$ cat src/rtl/uart_sec_ded_top.sv
// Full-duplex UART with TX/RX FIFOs and a shared baud-tick generator.
// Define UART_SECDED_EN for 13-bit Hamming(12,8)+overall-parity frames; otherwise plain 8-bit frames.
module uart_sec_ded_top #(
  parameter int unsigned DATA_SIZE = 8,
  parameter int unsigned SIZE_FIFO = 16,
  parameter int unsigned SYS_FREQ  = 50000000,
  parameter int unsigned BAUD_RATE = 115200,
  parameter int unsigned SAMPLE    = 16
) (
  input  logic                 clk,
  input  logic                 reset_n,
  input  logic                 rx,
  output logic                 tx,
  input  logic                 trans,
  input  logic [DATA_SIZE-1:0] bus_data_in,
  output logic [2:0]           TX_status_register,
  output logic                 baud_en,
  input  logic                 read_en,
  output logic [DATA_SIZE-1:0] rx_data_out,
  output logic [2:0]           RX_status_register,
  output logic                 wait_request_read,
  output logic                 wait_request_write,
  output logic                 s_tick
);
  localparam int unsigned BAUD_DVSR = SYS_FREQ / (SAMPLE * BAUD_RATE);
  localparam int unsigned DW = $clog2(BAUD_DVSR + 1);
  localparam int unsigned AW = $clog2(SIZE_FIFO);
  localparam int unsigned SW = $clog2(SAMPLE);
`ifdef UART_SECDED_EN
  localparam int unsigned NB = 13;
`else
  localparam int unsigned NB = DATA_SIZE;
`endif
  localparam int unsigned NW = $clog2(NB);
  localparam logic [SW-1:0] S_LAST = SW'(SAMPLE - 1);
  localparam logic [SW-1:0] S_MID  = SW'(SAMPLE / 2 - 1);
  localparam logic [NW-1:0] N_LAST = NW'(NB - 1);

  typedef enum logic [1:0] {IDLE, START, DATA, STOP} state_t;

`ifdef UART_SECDED_EN
  // Codeword bit i-1 holds code position i (1..12); bit 12 holds the overall parity p0.
  function automatic logic [12:0] encode(input logic [7:0] d);
    logic [12:1] c;
    c = '0;
    {c[12], c[11], c[10], c[9], c[7], c[6], c[5], c[3]} = d;
    c[1] = c[3] ^ c[5] ^ c[7] ^ c[9]  ^ c[11];
    c[2] = c[3] ^ c[6] ^ c[7] ^ c[10] ^ c[11];
    c[4] = c[5] ^ c[6] ^ c[7] ^ c[12];
    c[8] = c[9] ^ c[10] ^ c[11] ^ c[12];
    return {^c, c};
  endfunction

  // Returns {double_error, single_error, corrected_byte}.
  function automatic logic [9:0] decode(input logic [12:0] cw);
    logic [12:1] c;
    logic [3:0]  s;
    logic        p, sgl, dbl;
    c    = cw[11:0];
    s[0] = c[1] ^ c[3] ^ c[5] ^ c[7]  ^ c[9]  ^ c[11];
    s[1] = c[2] ^ c[3] ^ c[6] ^ c[7]  ^ c[10] ^ c[11];
    s[2] = c[4] ^ c[5] ^ c[6] ^ c[7]  ^ c[12];
    s[3] = c[8] ^ c[9] ^ c[10] ^ c[11] ^ c[12];
    p    = ^cw;
    sgl  = 1'b0;
    dbl  = 1'b0;
    if (s == 4'd0) begin
      sgl = p;
    end else if (p && s <= 4'd12) begin
      c   = c ^ (12'd1 << (s - 4'd1));
      sgl = 1'b1;
    end else begin
      dbl = 1'b1;
    end
    return {dbl, sgl, c[12], c[11], c[10], c[9], c[7], c[6], c[5], c[3]};
  endfunction
`endif

  // Baud tick generator
  logic [DW-1:0] baud_cnt;
  always_ff @(posedge clk or negedge reset_n) begin
    if (!reset_n)                              baud_cnt <= '0;
    else if (baud_cnt == DW'(BAUD_DVSR - 1))   baud_cnt <= '0;
    else                                       baud_cnt <= baud_cnt + 1'b1;
  end
  assign s_tick = (baud_cnt == DW'(BAUD_DVSR - 1));

  // TX FIFO
  logic [DATA_SIZE-1:0] tx_mem [SIZE_FIFO];
  logic [AW:0]          tx_wr, tx_rd;
  logic                 tx_full, tx_empty, tx_push, tx_pop;
  assign tx_empty = (tx_wr == tx_rd);
  assign tx_full  = (tx_wr[AW] != tx_rd[AW]) && (tx_wr[AW-1:0] == tx_rd[AW-1:0]);
  assign tx_push  = trans && s_tick && !tx_full;

  always_ff @(posedge clk or negedge reset_n) begin
    if (!reset_n) begin
      tx_wr <= '0;
      tx_rd <= '0;
    end else begin
      if (tx_push) tx_wr <= tx_wr + 1'b1;
      if (tx_pop)  tx_rd <= tx_rd + 1'b1;
    end
  end
  always_ff @(posedge clk) if (tx_push) tx_mem[tx_wr[AW-1:0]] <= bus_data_in;

  // TX FSM
  state_t        tx_state, tx_state_nx;
  logic [SW-1:0] tx_s, tx_s_nx;
  logic [NW-1:0] tx_n, tx_n_nx;
  logic [NB-1:0] tx_sh, tx_sh_nx;

  always_ff @(posedge clk or negedge reset_n) begin
    if (!reset_n) begin
      tx_state <= IDLE;
      tx_s     <= '0;
      tx_n     <= '0;
      tx_sh    <= '0;
    end else begin
      tx_state <= tx_state_nx;
      tx_s     <= tx_s_nx;
      tx_n     <= tx_n_nx;
      tx_sh    <= tx_sh_nx;
    end
  end

  always_comb begin
    tx_state_nx = tx_state;
    tx_s_nx     = tx_s;
    tx_n_nx     = tx_n;
    tx_sh_nx    = tx_sh;
    unique case (tx_state)
      IDLE: if (!tx_empty) begin
`ifdef UART_SECDED_EN
        tx_sh_nx = encode(tx_mem[tx_rd[AW-1:0]]);
`else
        tx_sh_nx = tx_mem[tx_rd[AW-1:0]];
`endif
        tx_s_nx     = '0;
        tx_state_nx = START;
      end
      START: if (s_tick) begin
        if (tx_s == S_LAST) begin
          tx_s_nx     = '0;
          tx_n_nx     = '0;
          tx_state_nx = DATA;
        end else tx_s_nx = tx_s + 1'b1;
      end
      DATA: if (s_tick) begin
        if (tx_s == S_LAST) begin
          tx_s_nx  = '0;
          tx_sh_nx = tx_sh >> 1;
          if (tx_n == N_LAST) tx_state_nx = STOP;
          else                tx_n_nx     = tx_n + 1'b1;
        end else tx_s_nx = tx_s + 1'b1;
      end
      STOP: if (s_tick) begin
        if (tx_s == S_LAST) tx_state_nx = IDLE;
        else                tx_s_nx     = tx_s + 1'b1;
      end
    endcase
  end

  always_comb begin
    tx     = 1'b1;
    tx_pop = (tx_state == IDLE) && !tx_empty;
    unique case (tx_state)
      START:   tx = 1'b0;
      DATA:    tx = tx_sh[0];
      default: tx = 1'b1;
    endcase
  end

  assign baud_en            = (tx_state != IDLE);
  assign TX_status_register = {tx_full, tx_empty, baud_en};
  assign wait_request_write = tx_full;

  // RX input synchroniser, idles high
  logic [1:0] rx_sync;
  logic       rx_in;
  always_ff @(posedge clk or negedge reset_n) begin
    if (!reset_n) rx_sync <= '1;
    else          rx_sync <= {rx_sync[0], rx};
  end
  assign rx_in = rx_sync[1];

  // RX FSM
  state_t        rx_state, rx_state_nx;
  logic [SW-1:0] rx_s, rx_s_nx;
  logic [NW-1:0] rx_n, rx_n_nx;
  logic [NB-1:0] rx_sh, rx_sh_nx;
  logic          rx_done;

  always_ff @(posedge clk or negedge reset_n) begin
    if (!reset_n) begin
      rx_state <= IDLE;
      rx_s     <= '0;
      rx_n     <= '0;
      rx_sh    <= '0;
    end else begin
      rx_state <= rx_state_nx;
      rx_s     <= rx_s_nx;
      rx_n     <= rx_n_nx;
      rx_sh    <= rx_sh_nx;
    end
  end

  always_comb begin
    rx_state_nx = rx_state;
    rx_s_nx     = rx_s;
    rx_n_nx     = rx_n;
    rx_sh_nx    = rx_sh;
    unique case (rx_state)
      IDLE: if (!rx_in) begin
        rx_s_nx     = '0;
        rx_state_nx = START;
      end
      START: if (s_tick) begin
        if (rx_s == S_MID) begin
          rx_s_nx     = '0;
          rx_n_nx     = '0;
          rx_state_nx = rx_in ? IDLE : DATA;
        end else rx_s_nx = rx_s + 1'b1;
      end
      DATA: if (s_tick) begin
        if (rx_s == S_LAST) begin
          rx_s_nx  = '0;
          rx_sh_nx = {rx_in, rx_sh[NB-1:1]};
          if (rx_n == N_LAST) rx_state_nx = STOP;
          else                rx_n_nx     = rx_n + 1'b1;
        end else rx_s_nx = rx_s + 1'b1;
      end
      STOP: if (s_tick) begin
        if (rx_s == S_LAST) rx_state_nx = IDLE;
        else                rx_s_nx     = rx_s + 1'b1;
      end
    endcase
  end

  always_comb begin
    rx_done = (rx_state == STOP) && s_tick && (rx_s == S_LAST) && rx_in;
  end

  // Decode and error status
  logic [DATA_SIZE-1:0] rx_byte;
  logic                 rx_keep;
  logic [1:0]           rx_err;
`ifdef UART_SECDED_EN
  logic [9:0] rx_dec;
  assign rx_dec  = decode(rx_sh);
  assign rx_byte = rx_dec[7:0];
  assign rx_keep = !rx_dec[9];
  always_ff @(posedge clk or negedge reset_n) begin
    if (!reset_n)     rx_err <= '0;
    else if (rx_done) rx_err <= rx_dec[9:8];
  end
`else
  assign rx_byte = rx_sh;
  assign rx_keep = 1'b1;
  assign rx_err  = '0;
`endif

  // RX FIFO, first-word fall-through
  logic [DATA_SIZE-1:0] rx_mem [SIZE_FIFO];
  logic [AW:0]          rx_wr, rx_rd;
  logic                 rx_full, rx_empty, rx_push, rx_pop;
  assign rx_empty = (rx_wr == rx_rd);
  assign rx_full  = (rx_wr[AW] != rx_rd[AW]) && (rx_wr[AW-1:0] == rx_rd[AW-1:0]);
  assign rx_push  = rx_done && rx_keep && !rx_full;
  assign rx_pop   = read_en && !rx_empty;

  always_ff @(posedge clk or negedge reset_n) begin
    if (!reset_n) begin
      rx_wr <= '0;
      rx_rd <= '0;
    end else begin
      if (rx_push) rx_wr <= rx_wr + 1'b1;
      if (rx_pop)  rx_rd <= rx_rd + 1'b1;
    end
  end
  always_ff @(posedge clk) if (rx_push) rx_mem[rx_wr[AW-1:0]] <= rx_byte;

  assign rx_data_out        = rx_empty ? '0 : rx_mem[rx_rd[AW-1:0]];
  assign RX_status_register = {rx_err, rx_empty};
  assign wait_request_read  = rx_empty;
endmodule

$ cat config.mk
export PLATFORM = sky130hd
export DESIGN_NAME = uart_sec_ded_top
export DESIGN_NICKNAME = d
export VERILOG_FILES = /design/src/rtl/uart_sec_ded_top.sv
export SDC_FILE = /design/constraint.sdc
export NUM_CORES = 1
export LEC_CHECK = 0
export ABC_AREA = 1
export CAP_MARGIN = 20
export CORE_MARGIN = 1
export CORE_UTILIZATION = 45
export DETAILED_ROUTE_END_ITERATION = 8
export GPL_ROUTABILITY_DRIVEN = 0
export GPL_TIMING_DRIVEN = 0
export PLACE_DENSITY = 0.7
export SLEW_MARGIN = 20
export SYNTH_ARGS = -nofsm -noshare
export SYNTH_HDL_FRONTEND = slang
export SYNTH_SLANG_ARGS = --single-unit
export TNS_END_PERCENT = 1
$ cat constraint.sdc
create_clock -name clk -period 3.6 [get_ports clk]
set_input_delay 0.36 -clock clk [delete_from_list [all_inputs] [get_ports clk]]
set_output_delay 0.36 -clock clk [all_outputs]
set_load 0.01 [all_outputs]
# ---- Yosys cells after proc, flatten, opt, wreduce, memory -nomap -nowiden
# Memories as Yosys holds them, arrays and structs flattened.
# Cells that the tools add are included.
dict set report totals {
  mem_bits_rw 256
  out_inout_bits 19
  inputBits 13
  latch_bits 0
  wordCells 149
  mem_bits_ro 0
  memories 2
  ff_bits 61
}
dict set report op_classes {
  add_sub_neg 9
  magnitude_cmp 0
  muxes 56
  mul 0
  n_bitwise 0
  eq_ne 39
  n_reduce_logical 29
  n_div 0
  shifts 0
}
# memory depth width read_ports rd_clocked_by_memory_dff wr line_no
set mem_list {}
lappend mem_list {rx_mem 16 8 1 0 1 264} ;# logic [DATA_SIZE-1:0] rx_mem [SIZE_FIFO];
lappend mem_list {tx_mem 16 8 1 0 1 89} ;# logic [DATA_SIZE-1:0] tx_mem [SIZE_FIFO];
# cell n
set op_table {}
lappend op_table {{4-bit 2-to-1 mux} 12}
lappend op_table {{2-bit != test (second input constant)} 20}
lappend op_table {{2-bit 2-to-1 mux} 17}
lappend op_table {{8-bit 2-to-1 mux} 4}
lappend op_table {{3-bit 2-to-1 mux} 10}
lappend op_table {{5-bit by 1-bit adder with 5-bit output (second input constant)} 5}
lappend op_table {{2-bit one-hot mux with 4 select lines} 2}
lappend op_table {{4-bit one-hot mux with 4 select lines} 1}
lappend op_table {{8-bit one-hot mux with 2 select lines} 1}
lappend op_table {{8-bit AND reduction} 2}
lappend op_table {{3-bit one-hot mux with 2 select lines} 2}
lappend op_table {{4-bit one-hot mux with 3 select lines} 1}
lappend op_table {{6-bit AND reduction} 2}
lappend op_table {{5-bit == test} 2}
lappend op_table {{1-bit logical AND} 10}
lappend op_table {{4-bit by 1-bit adder with 4-bit output (second input constant)} 2}
lappend op_table {{2-bit == test (second input constant)} 4}
lappend op_table {{4-bit == test} 2}
lappend op_table {{4-bit == test (second input constant)} 2}
lappend op_table {{4-bit AND reduction} 2}
lappend op_table {{2-bit nonzero test} 4}
lappend op_table {{3-bit by 1-bit adder with 3-bit output (second input constant)} 2}
lappend op_table {{3-bit == test (second input constant)} 2}
lappend op_table {{5-bit == test (second input constant)} 1}
lappend op_table {{12 further kinds} 21}

# ---- Longest topological paths before layout
# Gate-level depths: netlist of the first run.
dict set report logic_depth {
  depth_word 7
  mapped_depth 11
  mapped_depth_nobuf 10
}

# ---- Worst setup path after synthesis of the first run
# No wires, ideal clock.
dict set report synth_timing {
  path_type {register -> register}
  start {register baud_cnt[0]}
  end {memory rx_mem[3][0] (enable)}
  path_buffers 0
  path_slack_ns 1.525
  arrival_time_ns 1.705
  setup_ns 0.370
  stages_incl_launch_ff 7
  period_less_slack_ns 2.075
  required_ns 3.230
  cell_sequence {dfrtp_1 inv_1 ha_1 nand4_4 nor3_2 nand3_1 nor2_1}
}
dict set report synth_between {
  elab_chain_cells 7
}
# item line_no
set synth_lines {}
lappend synth_lines {{from (decl)} 80} ;# logic [DW-1:0] baud_cnt;
lappend synth_lines {{from (signal assigned)} 84} ;# else baud_cnt <= baud_cnt + 1'b1;
lappend synth_lines {{5-bit == test} 86} ;# assign s_tick = (baud_cnt == DW'(BAUD_DVSR - 1));
lappend synth_lines {{1-bit logical AND (3 in series)} 241} ;# rx_done = (rx_state == STOP) && s_tick && (rx_s == S_LAST) && rx_in;
lappend synth_lines {{1-bit logical AND} 269} ;# assign rx_push = rx_done && rx_keep && !rx_full;
lappend synth_lines {{1-bit 2-to-1 mux} 281} ;# always_ff @(posedge clk) if (rx_push) rx_mem[rx_wr[AW-1:0]] <= rx_byte;
lappend synth_lines {{1-bit 2-to-1 mux (implied by the code)} 281}
lappend synth_lines {{to (decl)} 264}
# Every way passes these cells.

# ---- Worst setup path in the final report of the first run
dict set report layout_timing {
  start {register rx_rd[0]}
  end {output port rx_data_out[5]}
}
dict set report layout_between {
  elab_chain_cells 2
  word_cells_on_any_way 3
  cone_classes {eq/ne: 1; mux: 1; memory: 1}
}
# item line_no
set layout_lines {}
lappend layout_lines {{from (decl)} 265} ;# logic [AW:0] rx_wr, rx_rd;
lappend layout_lines {{from (signal assigned)} 278} ;# if (rx_pop) rx_rd <= rx_rd + 1'b1;
lappend layout_lines {{memory 16 x 8 bit or 5-bit == test (tied branches)} --}
lappend layout_lines {{8-bit 2-to-1 mux (*)} 283} ;# assign rx_data_out = rx_empty ? '0 : rx_mem[rx_rd[AW-1:0]];
lappend layout_lines {{to (decl)} 19} ;# output logic [DATA_SIZE-1:0] rx_data_out,
# Every way passes the cells marked *; elsewhere a longest branch is shown, timed or not.

==> summary.md, run 1 <==
| Metric | Value |
|---|---|
| Status | `complete, no violations` |
| Dpl hpwl | `19.8 mm` |
| Worst Hold Class | `primary input to asynchronous set/reset pin` |
| WP data required | `3.24 ns` |
| Std-Cell Core Area | `29,900 µm²` |
| Residual DRC | `0` |
| RSZ-0062 raised after global routing | `false` |
| Drt wl/cell | `17.0 µm` |
| Max Slew Vio Count | `0` |
| Filler Cells Inserted | `2,584` |
| Post-route ant nets | `0` |
| Synth Cell Area | `13,700 µm²` |
| Max VDD drop | `0.325 mV` |
| Sequential element share of the synthesized area | `67.0%` |
| Share of post-route cells with drive strength above 1 | `7.70%` |
| Clk sink count | `317` |
| Crit path max fanout | `10` |
| H-tree levels | `2` |
| Clock root cell | `clkbuf_16` |
| Rel. slew slack | `41.1%` |
| Clock period minus final worst setup slack | `3.39 ns` |
| Main flop type after synthesis | `edfxtp_1` |
| Row count | `63` |
| Final Instance Area | `15,700 µm²` |
| Worst r2r src | `tx_rd[1]$_DFFE_PN0P_` |
| Port buffer count | `29` |
| Antenna violations before repair | `0` |
| Worst EP arrival | `3.03 ns` |
| Worst skew pair latency | `0.53 ns` |
| Most common cell after layout, fill and taps aside | `nand2_1` |
| Gr usage total | `19.7%` |
| Setup violations, final | `0` |
| Final period util | `94.2%` |
| Total of max-cap violations | `0` |
| WHS | `0.220 ns` |
| Synth-to-Final Area Change | `13.9%` |
| Worst-path clk slew | `0.06 ns` |
| Via density | `5.24` |
| Final setup margin | `0.210 ns` |
| TritonCTS Buffers | `34` |
| Setup CP Type | `flip-flop to output port` |
| Clk_skew | `0.0379 ns` |
| DR pass1 iterations | `5` |
| Tightest Pin Transition | `0.880 ns` |
| Avg Cell Area, Syn | `10.7 µm²` |
| DRT iter0 DRCs | `860` |
| Commonest non-fill, non-tap cells in the layout | `nand2_1, nor2_1, edfxtp_1` |
| Worst Setup Start Kind | `flip-flop` |
| Number of synthesized flops with an enable pin | `256` |
| Crit. End Element | `output port` |
| Async SR Flop Fraction | `19.2%` |
| Initial Util | `46.0%` |
| # Post-CTS Setup Buffers | `0` |
| Die Y | `177 µm` |
| Unique masters post-synth | `40` |
| Mapped Cells | `1,285` |
| Area after DPL | `14,600 µm²` |
| # diodes | `0` |
| P per Cell Area | `574 nW/µm²` |
| Critical path launch point | `rx_rd[0]$_DFFE_PN0P_` |
| TritonCTS clock tree | `yes` |
| #FFs+latches synth | `317` |
| Number of global-route vias before repair | `8,896` |
| Clock Tree Buf Depth | `3` |
| Yosys warnings | `0` |
| Final Hold Viols | `0` |
| Drt total wl | `30.0 mm` |
| Largest net degree at the start of global routing | `56` |
| Leakage | `0.00571 µW` |
| I/O Pins | `32` |
| F_max | `295 MHz` |
| DP Worst Slack | `0.818 ns` |
| Final net count | `1,388` |
| Die width | `177 µm` |
| Grt ovf | `0` |
| Die area | `31,300 µm²` |
| Vias | `9,266` |
| First-pass GRT wire length | `47.5 mm` |
| Post-route setup TNS | `0 ns` |
==> registers in the layout, indices dropped and copies added (netlist names), named ones only <==
name and cells:
baud_cnt 5, rx_byte 8, rx_mem 128, rx_n 3, rx_rd 5, rx_s 4
rx_state 1, rx_sync 2, rx_wr 5, tx_mem 128, tx_n 3, tx_rd 5
tx_s 4, tx_sh 8, tx_state 2, tx_wr 5
==> through the flow <==
stage | util, % | total power, µW | cells
floorplan | - | 5000 | 1286
global placement | 48.6 | 5600 | 1705
detailed placement | 48.7 | 5630 | 1706
CTS | 52.4 | 9020 | 1767
global route | 52.4 | 9340 | 1767
finish | 52.4 | 8990 | 1767
==> routing by layer <==
layer / vias to the layer above / share of wire (%) / track usage (%)
met2: 289 / 48 / 32.8
met4: 0 / 2.6 / 6.29
met1: 4406 / 43 / 26.6
met3: 67 / 6.4 / 2.96
met5: - / 0 / 0
li1: 4504 / - / -
==> logic make-up after synthesis <==
group	after synthesis	synth area share, %
and+or+nand+nor	621	18.7
DFF	317	67.0
AOI/OAI and AO/OA	182	7.06
buffers and inverters	118	3.68
xor gates and xnor gates	23	1.47
adders and majority gates	22	2.00
other	1	0.0273
muxes	1	0.0819
==> Yosys cell counts (2+ instances only) <==
library cell	count	area, µm²
a21oi_1	26	130
buf_4	7	52.6
inv_2	6	22.5
xnor2_1	7	61.3
nand3_1	84	420
or2_2	2	12.5
clkbuf_1	23	86.3
nand4_4	2	42.5
nand2_1	258	968
nor2_1	256	961
nor2_4	2	22.5
xor2_1	16	140
o211ai_1	16	120
buf_2	23	115
clkinv_1	4	15.0
o21ai_1	14	70.1
inv_1	54	203
o21ai_0	122	611
nor2_2	3	18.8
dfstp_2	2	52.6
nand4_1	2	12.5
nor3b_1	2	15.0
dfrtp_1	59	1480
nand2_2	2	12.5
edfxtp_1	256	7690
nand2_4	2	22.5
ha_1	22	275
==> final cells by class <==
cell class / count / area, µm² / area share, %
Sequential cell: 317 / 9220 / 58.8
Timing Repair Buffer: 31 / 325 / 2.08
Clock buffer: 51 / 955 / 6.10
Inverter: 64 / 240 / 1.53
Tap cell: 390 / 488 / 3.12
Clock inverter: 9 / 141 / 0.903
Buffer: 54 / 265 / 1.69
Multi-Input combinational cell: 851 / 4030 / 25.7
==> critical path: stages, from the launching register on <==
cell and delay, ns:
dfrtp_1 0.46, inv_1 0.10, buf_2 0.21, clkbuf_1 0.44, o21ai_0 0.23, o211ai_1 0.13, nand3_1 0.14, a21oi_1 0.22
clkdlybuf4s50_1 0.58
==> final timing paths <==
kind | endpoint | slack (ns) | cells after the start
hold / removal | rx_rd[0]$_DFFE_PN0P_ | 0.22 | 2
min in group clk | rx_sync[0]$_DFF_PN1_ | 0.28 | 1
setup reg to reg | tx_mem[8][4]$_DFFE_PP_ | 0.91 | 10
max in group asynchronous | rx_sync[0]$_DFF_PN1_ | 2.83 | 3
setup / recovery | rx_data_out[5] | 0.21 | 8
hold reg to reg | rx_sync[1]$_DFF_PN1_ | 0.36 | 0
==> where the power goes <==
group / switching (µW) / total (µW) / internal (µW)
clock: 1420 / 3420 / 2000
combinational: 987 / 1540 / 556
sequential: 50.4 / 4020 / 3970
==> timing repair <==
item / CTS / global route
gates resized for setup: 0 / 0
hold buffers: 1 / 0
hold endpoints to repair: 59 / 0
(Power assumes the default switching activity.)
==> run 2, diff against run 1 <==
--- a/config.mk
+++ b/config.mk
@@ -8,11 +8,12 @@
 export ABC_AREA = 1
 export CAP_MARGIN = 20
 export CORE_MARGIN = 1
-export CORE_UTILIZATION = 45
+export CORE_UTILIZATION = 40
 export DETAILED_ROUTE_END_ITERATION = 8
 export GPL_ROUTABILITY_DRIVEN = 0
 export GPL_TIMING_DRIVEN = 0
-export PLACE_DENSITY = 0.7
+export PLACE_DENSITY = 0.64
+export RECOVER_POWER = 100
 export SLEW_MARGIN = 20
 export SYNTH_ARGS = -nofsm -noshare
 export SYNTH_HDL_FRONTEND = slang
==> summary.md, run 2 (synthesized netlist as in run 1, its figures left out) <==
| Metric | Value |
|---|---|
| Largest net degree at the start of global routing | `32` |
| # Post-CTS Setup Buffers | `0` |
| Worst EP arrival | `3.05 ns` |
| Vias | `9,264` |
| Clock Tree Buf Depth | `3` |
| RSZ-0062 raised after global routing | `false` |
| Total of max-cap violations | `1` |
| # diodes | `0` |
| Dpl hpwl | `20.4 mm` |
| Final setup margin | `0.186 ns` |
| H-tree levels | `2` |
| DRT iter0 DRCs | `685` |
| F_max | `293 MHz` |
| Share of post-route cells with drive strength above 1 | `6.74%` |
| Crit. End Element | `output port` |
| Post-placement cell count | `1,764` |
| DP Worst Slack | `0.793 ns` |
| Post-route ant nets | `0` |
| Setup violations, final | `0` |
| Final period util | `94.8%` |
| Residual DRC | `0` |
| Crit path max fanout | `10` |
| Clock root cell | `clkbuf_16` |
| DR pass1 iterations | `5` |
| Max VDD drop | `0.398 mV` |
| Drt total wl | `31.0 mm` |
| Die width | `187 µm` |
| Setup CP Type | `flip-flop to output port` |
| Tightest Pin Transition | `1.66 ns` |
| Grt ovf | `0` |
| Number of global-route vias before repair | `9,104` |
| Std-Cell Core Area | `33,700 µm²` |
| Post-route insts no fill | `1,828` |
| TritonCTS Buffers | `36` |
| Worst Setup Start Kind | `flip-flop` |
| Worst Hold Class | `flip-flop to flip-flop` |
| I/O Pins | `32` |
| TritonCTS clock tree | `yes` |
| Worst skew pair latency | `0.52 ns` |
| Filler Cells Inserted | `3,110` |
| Final Hold Viols | `0` |
| Most common cell after layout, fill and taps aside | `nand2_1` |
| Leakage | `0.00575 µW` |
| Commonest non-fill, non-tap cells in the layout | `nand2_1, nor2_1, edfxtp_1` |
| Die Y | `187 µm` |
| Rel. slew slack | `-10.5%` |
| Worst-path clk slew | `0.05 ns` |
| Final net count | `1,390` |
| Antenna violations before repair | `0` |
| Via density | `5.07` |
| Gr usage total | `17.9%` |
| Status | `complete, but fails checks` |
| Clk sink count | `317` |
| First-pass GRT wire length | `49.0 mm` |
| Drt wl/cell | `17.0 µm` |
| WP data required | `3.24 ns` |
| Row count | `67` |
| Clock period minus final worst setup slack | `3.41 ns` |
| Initial Util | `40.8%` |
| Synth-to-Final Area Change | `14.4%` |
| P per Cell Area | `586 nW/µm²` |
| Clk_skew | `0.0255 ns` |
| Port buffer count | `29` |
| Post-CTS sizing | `0` |
| Max Slew Vio Count | `32` |
| Die area | `35,100 µm²` |
| Post-route setup TNS | `0 ns` |
| Failing checks | `capacitance limit, slew limit` |
[run 2: layout make-up]
type	instances	area, µm²	area share, %
timing repair buffer	31	307	1.95
clock inverter	12	200	1.27
multi-input combinational	851	3960	25.2
inverter	64	240	1.53
clock buffer	51	987	6.28
buffer	54	256	1.63
sequential	317	9220	58.6
tap	448	561	3.56
[run 2: per-stage QoR]
step / instance area (µm²) / hold WS, ns / total power (µW) / util, %
detailed placement: 14600 / 0.330 / 5630 / 43.4
floorplan: 13800 / 0.0644 / 5000 / -
finish: 15700 / 0.356 / 9210 / 46.7
global placement: 14600 / 0.347 / 5610 / 43.3
CTS: 15800 / 0.246 / 9310 / 46.9
global route: 15700 / 0.358 / 9590 / 46.7
[run 2: path summary, 6_finish.rpt]
check,startpoint,end,slack [ns],cells past startpoint
max in group asynchronous,reset_n,tx_sh[1]$_DFFE_PN0P_,0.68,3
worst max register to register,baud_cnt[0]$_DFF_PN0_,rx_mem[11][0]$_DFFE_PP_,0.37,6
worst max-delay path,rx_rd[0]$_DFFE_PN0P_,rx_data_out[4],0.19,8
min in group asynchronous,reset_n,rx_byte[4]$_DFFE_PN0P_,0.83,2
worst min-delay path,rx_sync[0]$_DFF_PN1_,rx_sync[1]$_DFF_PN1_,0.36,0
worst min register to register,rx_sync[0]$_DFF_PN1_,rx_sync[1]$_DFF_PN1_,0.36,0
[run 2: repair_timing]
action	in CTS	in global routing
setup endpoints to repair	0	0
hold buffers	1	0
hold endpoints to repair	28	0
[run 2: power by group]
| group | internal [µW] | switching, µW | total (µW) |
|---|---|---|---|
| registers | 3970 | 50.9 | 4020 |
| logic | 526 | 980 | 1510 |
| clock network | 2270 | 1410 | 3680 |
[run 2: critical path, cell delays in order (launching register included)]
cell and delay, ns:
dfrtp_1 0.46, inv_1 0.10, clkbuf_2 0.24, clkbuf_1 0.44, o21ai_0 0.20, o211ai_1 0.13, nand3_1 0.12, a21oi_1 0.20
dlygate4sd3_1 0.64
[run 2: metal layers]
metal | wire length [µm] | vias up | GRT usage (%)
li1 | - | 4503 | -
met1 | 13700 | 4463 | 23.5
met2 | 14800 | 242 | 30.2
met3 | 1650 | 56 | 2.59
met4 | 845 | 0 | 6.47
met5 | 0 | - | 0
